File: config.mk
export PLATFORM = sky130hd
export DESIGN_NAME = decoder_stream
export DESIGN_NICKNAME = d
export VERILOG_FILES = /design/src/rtl/decoder_pkg.sv /design/src/rtl/decoder_core.sv /design/src/rtl/decoder_stream.sv
export SDC_FILE = /design/constraint.sdc
export NUM_CORES = 1
export LEC_CHECK = 0
export ABC_AREA = 0
export CAP_MARGIN = 20
export CORE_MARGIN = 2
export CORE_UTILIZATION = 45
export DETAILED_ROUTE_END_ITERATION = 16
export PLACE_DENSITY = 0.66
export SYNTH_ARGS = -nofsm -noshare
export SYNTH_HDL_FRONTEND = slang
export SYNTH_HIERARCHICAL = 1
export SYNTH_SLANG_ARGS = --single-unit
File: constraint.sdc
create_clock -name wb_clk_i -period 2.9 [get_ports wb_clk_i]
set_input_delay 0.435 -clock wb_clk_i [delete_from_list [all_inputs] [get_ports wb_clk_i]]
set_output_delay 0.435 -clock wb_clk_i [all_outputs]
set_load 0.05 [all_outputs]
File: src/rtl/decoder_pkg.sv
// Shared mode encodings for the select decoder stream.
package decoder_pkg;

  typedef enum logic [1:0] {
    MODE_ONEHOT = 2'b00,
    MODE_THERM  = 2'b01,
    MODE_ACC    = 2'b10,
    MODE_CLR    = 2'b11
  } mode_e;

  localparam int CNT_W = 16;

endpackage

File: src/rtl/decoder_core.sv
// Combinational decode of (select, mode, accumulator) into a result vector and range error.
module decoder_core
  import decoder_pkg::*;
#(
  parameter int SEL_W = 3,
  parameter int N_OUT = 8
) (
  input  logic [SEL_W-1:0] sel,
  input  mode_e            mode,
  input  logic [N_OUT-1:0] acc,
  output logic [N_OUT-1:0] dec,
  output logic             err
);

  logic [31:0]      sel_int;
  logic             out_of_range;
  logic [N_OUT-1:0] onehot;
  logic [N_OUT-1:0] therm;

  assign sel_int      = 32'(sel);
  assign out_of_range = (sel_int >= 32'(N_OUT));

  genvar gi;
  generate
    for (gi = 0; gi < N_OUT; gi++) begin : g_bit
      assign onehot[gi] = (sel_int == 32'(gi));
      assign therm[gi]  = (32'(gi) <= sel_int);
    end
  endgenerate

  // Clear ignores the select entirely, so it can never flag a range error.
  always_comb begin
    dec = '0;
    err = 1'b0;
    case (mode)
      MODE_CLR: begin
        dec = '0;
      end
      default: begin
        if (out_of_range) begin
          err = 1'b1;
        end else begin
          case (mode)
            MODE_ONEHOT: dec = onehot;
            MODE_THERM:  dec = therm;
            MODE_ACC:    dec = acc | onehot;
            default:     dec = '0;
          endcase
        end
      end
    endcase
  end

endmodule

File: src/rtl/decoder_stream.sv
// Valid/ready select decoder with an output register, one skid entry and an
// accumulate mode whose state advances at accept time.
module decoder_stream
  import decoder_pkg::*;
#(
  parameter int SEL_W      = 3,
  parameter int N_OUT      = 8,
  parameter bit ACTIVE_LOW = 1'b0
) (
  input  logic             wb_clk_i,
  input  logic             wb_rst_i,
  input  logic             in_valid,
  output logic             in_ready,
  input  logic [SEL_W-1:0] in_sel,
  input  logic [1:0]       in_mode,
  output logic             out_valid,
  input  logic             out_ready,
  output logic [N_OUT-1:0] out_dec,
  output logic             out_err,
  output logic [15:0]      acc_count
);

  mode_e            mode;
  logic             accept;
  logic             out_hs;
  logic [N_OUT-1:0] core_dec;
  logic             core_err;

  logic             in_ready_reg,   in_ready_next;
  logic             out_valid_reg,  out_valid_next;
  logic [N_OUT-1:0] out_dec_reg,    out_dec_next;
  logic             out_err_reg,    out_err_next;
  logic             skid_valid_reg, skid_valid_next;
  logic [N_OUT-1:0] skid_dec_reg,   skid_dec_next;
  logic             skid_err_reg,   skid_err_next;
  logic [N_OUT-1:0] acc_reg,        acc_next;
  logic [CNT_W-1:0] cnt_reg,        cnt_next;

  assign mode   = mode_e'(in_mode);
  assign accept = in_valid & in_ready_reg;
  assign out_hs = out_valid_reg & out_ready;

  decoder_core #(
    .SEL_W(SEL_W),
    .N_OUT(N_OUT)
  ) u_core (
    .sel (in_sel),
    .mode(mode),
    .acc (acc_reg),
    .dec (core_dec),
    .err (core_err)
  );

  // An accept cannot coincide with a full skid because in_ready mirrors it.
  always_comb begin
    out_valid_next  = out_valid_reg;
    out_dec_next    = out_dec_reg;
    out_err_next    = out_err_reg;
    skid_valid_next = skid_valid_reg;
    skid_dec_next   = skid_dec_reg;
    skid_err_next   = skid_err_reg;
    acc_next        = acc_reg;
    cnt_next        = cnt_reg;

    if (out_hs) begin
      cnt_next = cnt_reg + 1'b1;
      if (skid_valid_reg) begin
        out_dec_next    = skid_dec_reg;
        out_err_next    = skid_err_reg;
        skid_valid_next = 1'b0;
      end else if (accept) begin
        out_dec_next = core_dec;
        out_err_next = core_err;
      end else begin
        out_valid_next = 1'b0;
      end
    end else if (accept) begin
      if (!out_valid_reg) begin
        out_valid_next = 1'b1;
        out_dec_next   = core_dec;
        out_err_next   = core_err;
      end else begin
        skid_valid_next = 1'b1;
        skid_dec_next   = core_dec;
        skid_err_next   = core_err;
      end
    end

    if (accept) begin
      if (mode == MODE_CLR) begin
        acc_next = '0;
      end else if (mode == MODE_ACC && !core_err) begin
        acc_next = core_dec;
      end
    end

    in_ready_next = ~skid_valid_next;
  end

  always_ff @(posedge wb_clk_i) begin
    if (wb_rst_i) begin
      in_ready_reg   <= 1'b0;
      out_valid_reg  <= 1'b0;
      out_dec_reg    <= '0;
      out_err_reg    <= 1'b0;
      skid_valid_reg <= 1'b0;
      skid_dec_reg   <= '0;
      skid_err_reg   <= 1'b0;
      acc_reg        <= '0;
      cnt_reg        <= '0;
    end else begin
      in_ready_reg   <= in_ready_next;
      out_valid_reg  <= out_valid_next;
      out_dec_reg    <= out_dec_next;
      out_err_reg    <= out_err_next;
      skid_valid_reg <= skid_valid_next;
      skid_dec_reg   <= skid_dec_next;
      skid_err_reg   <= skid_err_next;
      acc_reg        <= acc_next;
      cnt_reg        <= cnt_next;
    end
  end

  assign in_ready  = in_ready_reg;
  assign out_valid = out_valid_reg;
  assign out_err   = out_err_reg;
  assign out_dec   = ACTIVE_LOW ? ~out_dec_reg : out_dec_reg;
  assign acc_count = cnt_reg;

endmodule

* Word-level counts from Yosys, hierarchy flattened
Index checks and enable logic that the tools add are counted.
Storage, ports and cells: register bits 45, latch bits 0, bits in writable memories 0, bits in read-only memories 0, bits of input ports 9, output and inout bits 27, logic and storage cells 72, memories kept 0
Operators by class: $add $sub $neg 1, $mul 0, div/mod/pow operators 0, $lt $le $gt $ge 9, equality and inequality tests 13, shift-type cells 0, muxes and demuxes 24, bitwise logic cells 5, reduce and logical (&&, ||, !) cells 11
Operators by type and width (number):
- $mux W8 | 9
- $logic_not A32 Y1 | 1
- $pmux W8 S3 | 1
- $add A16 B1 Y16 const B | 1
- $mux W1 | 14
- $eq A3 B3 Y1 const B | 4
- $le A3 B3 Y1 const A | 4
- $reduce_and A3 Y1 | 3
- $or A8 B8 Y8 | 1
- $eq A3 B2 Y1 const B | 2
- $le A1 B3 Y1 const A | 2
- $le A2 B3 Y1 const A | 2
- $ne A2 B2 Y1 const B | 3
- $reduce_bool A2 Y1 | 3
- $eq A2 B2 Y1 const B | 2
- $ge A3 B4 Y1 const B | 1
- $eq A3 B1 Y1 const B | 1
- $and A1 B1 Y1 | 2
- $eq A2 B1 Y1 const B | 1
- $logic_not A2 Y1 | 1
- $not A1 Y1 | 2
- $reduce_and A2 Y1 | 1
- $logic_and A1 B1 Y1 | 1
- $logic_not A1 Y1 | 1

* Longest topological paths before layout
Gate-level depths: netlist of the first run.
depth after elaboration 8, depth in mapped cells 6, mapped depth without buffers 5

* Cells and area by module
Netlist of the first run, hierarchy kept.
Modules (own cells, without submodules):
- decoder_stream | times used 1, cells each 215, area each 1905.6 µm², sequential area each 900.9 µm²
- decoder_core | times used 1, cells each 34, area each 210.2 µm², sequential area each 0.0 µm²

* Worst setup path after synthesis of the first run
No wires, ideal clock.
path type register -> register, start register cnt_reg[4], in the netlist acc_count[4], end register cnt_reg[15], in the netlist acc_count[15], library setup time 0.123 ns, data arrival time 1.981 ns, data required time 2.777 ns, slack 0.796 ns, stages on the path, launching flop included 5, buffers on the path 0, clock period less this slack 2.104 ns, path through dfxtp_1 nand4_4 or3_4 nor4_1 mux2_1
Between the ends: word-level cells in the longest chain between the ends 1
Ends and longest elaborated chain:
- from (decl) | RTL line decoder_stream.sv:37 | logic [CNT_W-1:0] cnt_reg, cnt_next;
- from (signal assigned) | RTL line decoder_stream.sv:120 | cnt_reg <= cnt_next;
- $add A16 B1 Y16 | RTL line decoder_stream.sv:66 | cnt_next = cnt_reg + 1'b1;
Every way passes these cells. A chain may end at the register's enable or synchronous reset.

* Worst setup path in the final report of the first run
start register out_valid_reg, in the netlist out_valid, end output port out_valid
RTL lines:
- from (decl) | RTL line decoder_stream.sv:30 | logic out_valid_reg, out_valid_next;
- from (signal assigned) | RTL line decoder_stream.sv:113 | out_valid_reg <= out_valid_next;
- to (decl) | RTL line decoder_stream.sv:16 | output logic out_valid,
No word-level cell between the ends.

==> metrics.cfg, run 1 <==
[drt]
highest_layer=met4
wl_met1_mm=2.29
totalWireLength_mm=4.35
dr_vias_cell=5.34
wl_met3_um=145
routedWlPerCell_um=13.2
post_route_antenna_net_violation_count=0
wl_met2_mm=1.86
route.vias.total=1769
route.detailed.drc=0
detailedRoute.firstIterationViolations=70
dr.pass1.iters=4

[sta]
setup_violations=0
fin_hold_viols=0
finalSetupTns_ns=0
skew_ns=0.00365
actual_transition_at_the_worst_max_transition_pin_ns=0.713
slew_violations=0
finalWorstPathRequiredPeriod_ns=2.11
maxSlewHeadroom_pct=52.4
max_clock_freq_mhz=473
unrepaired_setup_endpoints_after_global_routing=no
fin_crit_sh_pct=72.8

[logic_synthesis]
ys_ff_latch=45
synth_cells=249
synth.yosys.seq_area_share_pct=42.6
synth.yosys.warnings=6
post_synth_instance_area_um2=2120
syn-mean-instance-area_um2=8.50
synth-async-reset-ratio_pct=0
ys_dominant_reg_cell=sky130_fd_sc_hd__dfxtp_1
ys_types=43
syn_nets=259
synth_enable_flop_cells=0

[power_and_ir_drop]
cellLeakagePower_uw=0.000913
seq_power_share_pct=47.5
power_switching_uw=322
power_frac_comb_pct=11.4
max-vdd-ir-drop_v=0.000274
internal-power_uw=1030
power_per_cell_area_nw_per_um2=523
power.share.switching_pct=23.9
clkPwrFrac_pct=41.1

[floorplan]
design.core.area_um2=4440
floorplan.rows=24
die-height_um=72.6
floorplan.die.width_um=72.6
floorplan.initialDensity_pct=47.6
die_area_um2=5270
design.portCount=36

[layout]
antenna_cells_inserted=0
largest_register_ffs=16
layout-drive-gt1-share_pct=6.45
most-common-layout-cells=sky130_fd_sc_hd__dfxtp_1 (45), sky130_fd_sc_hd__nand2_1 (40), sky130_fd_sc_hd__clkdlybuf4s50_1 (35)
layout.cells.most_common=sky130_fd_sc_hd__dfxtp_1
final_net_count=288
syn_to_final_growth_pct=21.8
finish.cell_count_without_fillers=331

[cts]
clkTransAtPathRegs_ns=0.08
cts.path.max_buffers=2
clk_latency_ns=0.30
hold_buffers=0
tritoncts=built
post-cts-setup-buffer-count=0
cts.repair.resized=0
clk_root_buffer_cell=sky130_fd_sc_hd__clkbuf_8
clkSinkCount=45
h-tree-depth=2
cts_made_buffers=5

[global_route]
grt_start_max_net_pins=32
global_route.overflow_total=0
grt_antenna_before_repair=0
wire_length_of_the_first_global_routing_pass_mm=7.42
globalRouteTotalUtil_pct=18.0
grt_pass1_vias=1541

[setup_path]
count_of_buffering_cells_on_the_critical_path_with_inverters_included=1
worst_setup_path_type=reg2out
critical_path.max_fanout=10
setup.worst_path.end_class=primary output
worst-r2r-cell-count=4
r2r_slack_ns=1.03
worst_ep_arrival_time_ns=1.68
crit_family=buffers and inverters
cp.required_ns=2.47
worst_setup_start_kind=register
reg2reg_to=acc_count[15]$_SDFFE_PP0P_
startpoint_of_the_worst_slack_reg_to_reg_timing_path=acc_count[3]$_SDFFE_PP0P_
critPathLaunch=out_valid$_SDFFE_PP0P_
slowest_stage=sky130_fd_sc_hd__clkdlybuf4s50_1
path_depth=1
critical_path.endpoint=out_valid
cp_slowest_stage_delay_ns=0.87
worstPathCellList=clkdlybuf4s50_1

[flow_run]
max_cap_violations=0

[placement]
gp_routability_congestion=0.826
numPlacedInstances=323
dp_hpwl_mm=3.01
port_buffers=35

[hold_path]
hp-class=reg2reg
min-delay-start=skid_dec_reg[5]$_SDFFE_PP0P_

[run_status]
run_status=completed

## power groups by stage
stage / registers, uW / logic, uW / clock network (uW)
floorplan: 692 / 73.0 / 0
global placement: 655 / 153 / 0
detailed placement: 655 / 153 / 0
CTS: 640 / 154 / 567
global route: 642 / 166 / 583
finish: 640 / 154 / 554
## metal layers
metal	up-vias	GRT usage, %
li1	940	-
met1	793	27.2
met2	29	25.2
met3	7	4.14
met4	0	5.56
met5	-	0
## logic make-up (layout without fill, tap and decap cells)
family	Yosys count	after routing	share of synthesized area, %
AO/OA/AOI/OAI	52	52	15.3
XOR/XNOR	11	11	4.55
adder cells (fa/ha/maj)	1	1	0.591
buffers and inverters	19	49	5.62
flip-flops	45	45	42.6
multiplexers	10	10	4.79
other	1	1	0.177
AND/OR/NAND/NOR	110	110	26.4
## worst min-delay path: cells and delay by family (launching register included)
family	cells	cell delay, ns
AOI/OAI and AO/OA	1	0.05
and+or+nand+nor	1	0.05
DFF	1	0.31
## cells in the mapped netlist (all sizes together), types with 2 or more instances
| cell type | instances | share of area [%] |
|---|---|---|
| nor3 | 3 | 0.71 |
| nand2b | 3 | 1.2 |
| inv | 4 | 0.71 |
| xnor2 | 7 | 2.9 |
| nand4 | 4 | 1.9 |
| nor2b | 3 | 0.89 |
| a211oi | 9 | 3.2 |
| a22o | 2 | 0.83 |
| mux2i | 9 | 4.3 |
| buf | 5 | 1.7 |
| nor2 | 24 | 4.3 |
| nand2 | 40 | 7.1 |
| nand3 | 19 | 5.6 |
| and4 | 2 | 0.83 |
| a21oi | 28 | 6.8 |
| nor4 | 6 | 1.8 |
| xor2 | 4 | 1.7 |
| clkbuf | 10 | 3.2 |
| dfxtp | 45 | 43 |
| or4 | 2 | 0.71 |
| or3 | 2 | 0.83 |
| o21ai | 4 | 1.1 |
| o31ai | 3 | 1.1 |
| o211ai | 2 | 0.71 |
## cell type report
type,instances,area [um^2]
fillers,444,1870
multi-input cells,185,1100
flip-flops and latches,45,901
repair buffers,37,365
clock buffers,5,68.8
clock inverters,3,65.1
well taps,52,65.1
inverters,4,15.0
## worst min path at each step
stage                                        end  slack (ns)  cells past startpoint
finish              skid_dec_reg[5]$_SDFFE_PP0P_        0.46                      2
global route        skid_dec_reg[5]$_SDFFE_PP0P_        0.47                      2
CTS                 skid_dec_reg[5]$_SDFFE_PP0P_        0.46                      2
detailed placement  skid_dec_reg[5]$_SDFFE_PP0P_        0.45                      2
global placement    skid_dec_reg[7]$_SDFFE_PP0P_        0.44                      2
floorplan                acc_reg[6]$_SDFFE_PP0P_        0.43                      2
## stage by stage
step / power, uW / setup slack [ns] / hold WS, ns / util (%) / area (um^2)
4_1_cts: 1360 / 0.785 / 0.458 / 58.0 / 2580
6_report: 1350 / 0.788 / 0.456 / 58.0 / 2580
2_1_floorplan: 765 / 0.796 / 0.431 / - / 2120
3_3_place_gp: 808 / 0.605 / 0.441 / 55.0 / 2440
5_1_grt: 1390 / 0.744 / 0.473 / 58.0 / 2580
3_5_place_dp: 808 / 0.552 / 0.446 / 55.0 / 2440
Note: power is estimated with default switching activity, not from simulation.
==> inputs of run 2 (changes only) <==
--- a/config.mk
+++ b/config.mk
@@ -10,7 +10,7 @@
 export CORE_MARGIN = 2
 export CORE_UTILIZATION = 45
 export DETAILED_ROUTE_END_ITERATION = 16
-export PLACE_DENSITY = 0.66
+export PLACE_DENSITY = 0.69
 export SYNTH_ARGS = -nofsm -noshare
 export SYNTH_HDL_FRONTEND = slang
 export SYNTH_HIERARCHICAL = 1
==> constraint.sdc (replaced) <==
create_clock -name wb_clk_i -period 1.8 [get_ports wb_clk_i]
set_input_delay 0.27 -clock wb_clk_i [delete_from_list [all_inputs] [get_ports wb_clk_i]]
set_output_delay 0.27 -clock wb_clk_i [all_outputs]
set_load 0.05 [all_outputs]
==> metrics.cfg, run 2 (synthesized netlist as in run 1, its figures left out) <==
[run_status]
run_status=completed

[flow_run]
max_cap_violations=0

[floorplan]
floorplan.initialDensity_pct=47.6
floorplan.rows=24
floorplan.die.width_um=72.6
design.core.area_um2=4440
die_area_um2=5270
die-height_um=72.6
design.portCount=36

[power_and_ir_drop]
power.share.switching_pct=24.7
power_switching_uw=530
power_frac_comb_pct=12.8
clkPwrFrac_pct=39.3
cellLeakagePower_uw=0.00109
power_uw=2140
seq_power_share_pct=47.8
power_per_cell_area_nw_per_um2=779
max-vdd-ir-drop_v=0.000431
internal-power_uw=1610

[drt]
detailedRoute.firstIterationViolations=90
dr_vias_cell=5.35
route.detailed.drc=0
totalWireLength_mm=4.56
dr.pass1.iters=4
routedWlPerCell_um=13.0
route.vias.total=1872
post_route_antenna_net_violation_count=0

[sta]
slew_violations=0
setup_violations=0
max_clock_freq_mhz=570
postLayoutSetupSlackWorst_ns=0.0462
skew_ns=0.00523
finalWorstPathRequiredPeriod_ns=1.75
actual_transition_at_the_worst_max_transition_pin_ns=0.514
fin_hold_viols=0
timing.hold.ws_ns=0.456
unrepaired_setup_endpoints_after_global_routing=no
fin_crit_sh_pct=97.4
maxSlewHeadroom_pct=65.6

[layout]
largest_register_ffs=16
finish.cell_count_without_fillers=350
final_net_count=307
most-common-layout-cells=sky130_fd_sc_hd__nand2_1 (40), sky130_fd_sc_hd__dfxtp_1 (36), sky130_fd_sc_hd__buf_4 (29)
syn_to_final_growth_pct=30.0
layout-drive-gt1-share_pct=19.1
layout.cells.most_common=sky130_fd_sc_hd__nand2_1
stdcell_area_um2=2750
antenna_cells_inserted=0

[cts]
clk_latency_ns=0.30
hold_buffers=0
clk_root_buffer_cell=sky130_fd_sc_hd__clkbuf_8
cts_made_buffers=5
cts.repair.resized=0
clkSinkCount=45
h-tree-depth=2
clkTransAtPathRegs_ns=0.08
post-cts-setup-buffer-count=0
cts.path.max_buffers=2
tritoncts=built

[placement]
post-place-ws_ns=-0.187
gp_routability_congestion=0.856
numPlacedInstances=342
dp_hpwl_mm=3.16
port_buffers=35
dpl_cell_area_um2=2610

[setup_path]
startpoint_of_the_worst_slack_reg_to_reg_timing_path=acc_count[4]$_SDFFE_PP0P_
worst_setup_path_type=reg2out
r2r_slack_ns=0.13
count_of_buffering_cells_on_the_critical_path_with_inverters_included=1
worst_ep_arrival_time_ns=1.48
reg2reg_to=acc_count[15]$_SDFFE_PP0P_
crit_family=buffers and inverters
worst-r2r-cell-count=4
path_depth=1
worstPathCellList=clkdlybuf4s50_1
critical_path.max_fanout=5
cp_slowest_stage_delay_ns=0.80
cp.required_ns=1.53
setup.worst_path.end_class=primary output
worst_setup_start_kind=register
slowest_stage=sky130_fd_sc_hd__clkdlybuf4s50_1

[hold_path]
min-delay-start=skid_dec_reg[0]$_SDFFE_PP0P_
whs_path_depth=2
hp-class=reg2reg
worst_hold_path.endpoint=skid_dec_reg[0]$_SDFFE_PP0P_

[global_route]
grt_pass1_vias=1594
wire_length_of_the_first_global_routing_pass_mm=7.61
global_route.overflow_total=0
globalRouteTotalUtil_pct=18.4
grt_antenna_before_repair=0
grt_start_max_net_pins=44

[run 2: changes by cell type in the layout (fill, tap and decap cells not counted), moves of 2 or more]
cell	change
sky130_fd_sc_hd__dfxtp_1	-9
sky130_fd_sc_hd__dlymetal6s2s_1	+3
sky130_fd_sc_hd__buf_4	+27
sky130_fd_sc_hd__clkdlybuf4s50_1	-13
sky130_fd_sc_hd__buf_12	+2
sky130_fd_sc_hd__dfxtp_4	+5
sky130_fd_sc_hd__dfxtp_2	+4
[run 2: cell type report]
class / count / area (um^2)
inverters: 4 / 15.0
clock buffers: 6 / 93.8
multi-input cells: 185 / 1100
flip-flops and latches: 45 / 925
well taps: 52 / 65.1
fillers: 383 / 1690
clock inverters: 2 / 35.0
repair buffers: 56 / 515
[run 2: through the flow]
step           util, %  setup TNS (ns)
2_1_floorplan        -               0
3_3_place_gp      58.7          -0.648
3_5_place_dp      58.7          -0.835
4_1_cts           61.6               0
5_1_grt           61.9               0
6_report          61.9               0
[run 2: how the worst max path moves through the flow]
stage                               from  slack, ns                    endpoint
6_report       acc_count[4]$_SDFFE_PP0P_       0.05                acc_count[4]
5_1_grt        acc_count[5]$_SDFFE_PP0P_       0.01                acc_count[5]
4_1_cts        acc_count[3]$_SDFFE_PP0P_       0.02                acc_count[3]
3_5_place_dp                   out_ready      -0.19  acc_count[15]$_SDFFE_PP0P_
3_3_place_gp                   out_ready      -0.18  acc_count[15]$_SDFFE_PP0P_
2_1_floorplan  acc_count[7]$_SDFFE_PP0P_       0.04  acc_count[15]$_SDFFE_PP0P_
[run 2: layer usage]
layer | track usage, % | vias up | share of wire (%)
met5 | 0 | - | 0
met4 | 6.79 | 0 | 1.6
met3 | 3.87 | 6 | 6.4
met2 | 26.4 | 55 | 41
met1 | 27.1 | 843 | 51
li1 | - | 968 | -
[run 2: power groups by stage]
stage	Combinational (uW)	Sequential (uW)	Clock, uW
6_report	274	1020	843
5_1_grt	296	1030	907
4_1_cts	275	1030	862
3_5_place_dp	275	1050	0
3_3_place_gp	272	1050	0
2_1_floorplan	118	1110	0
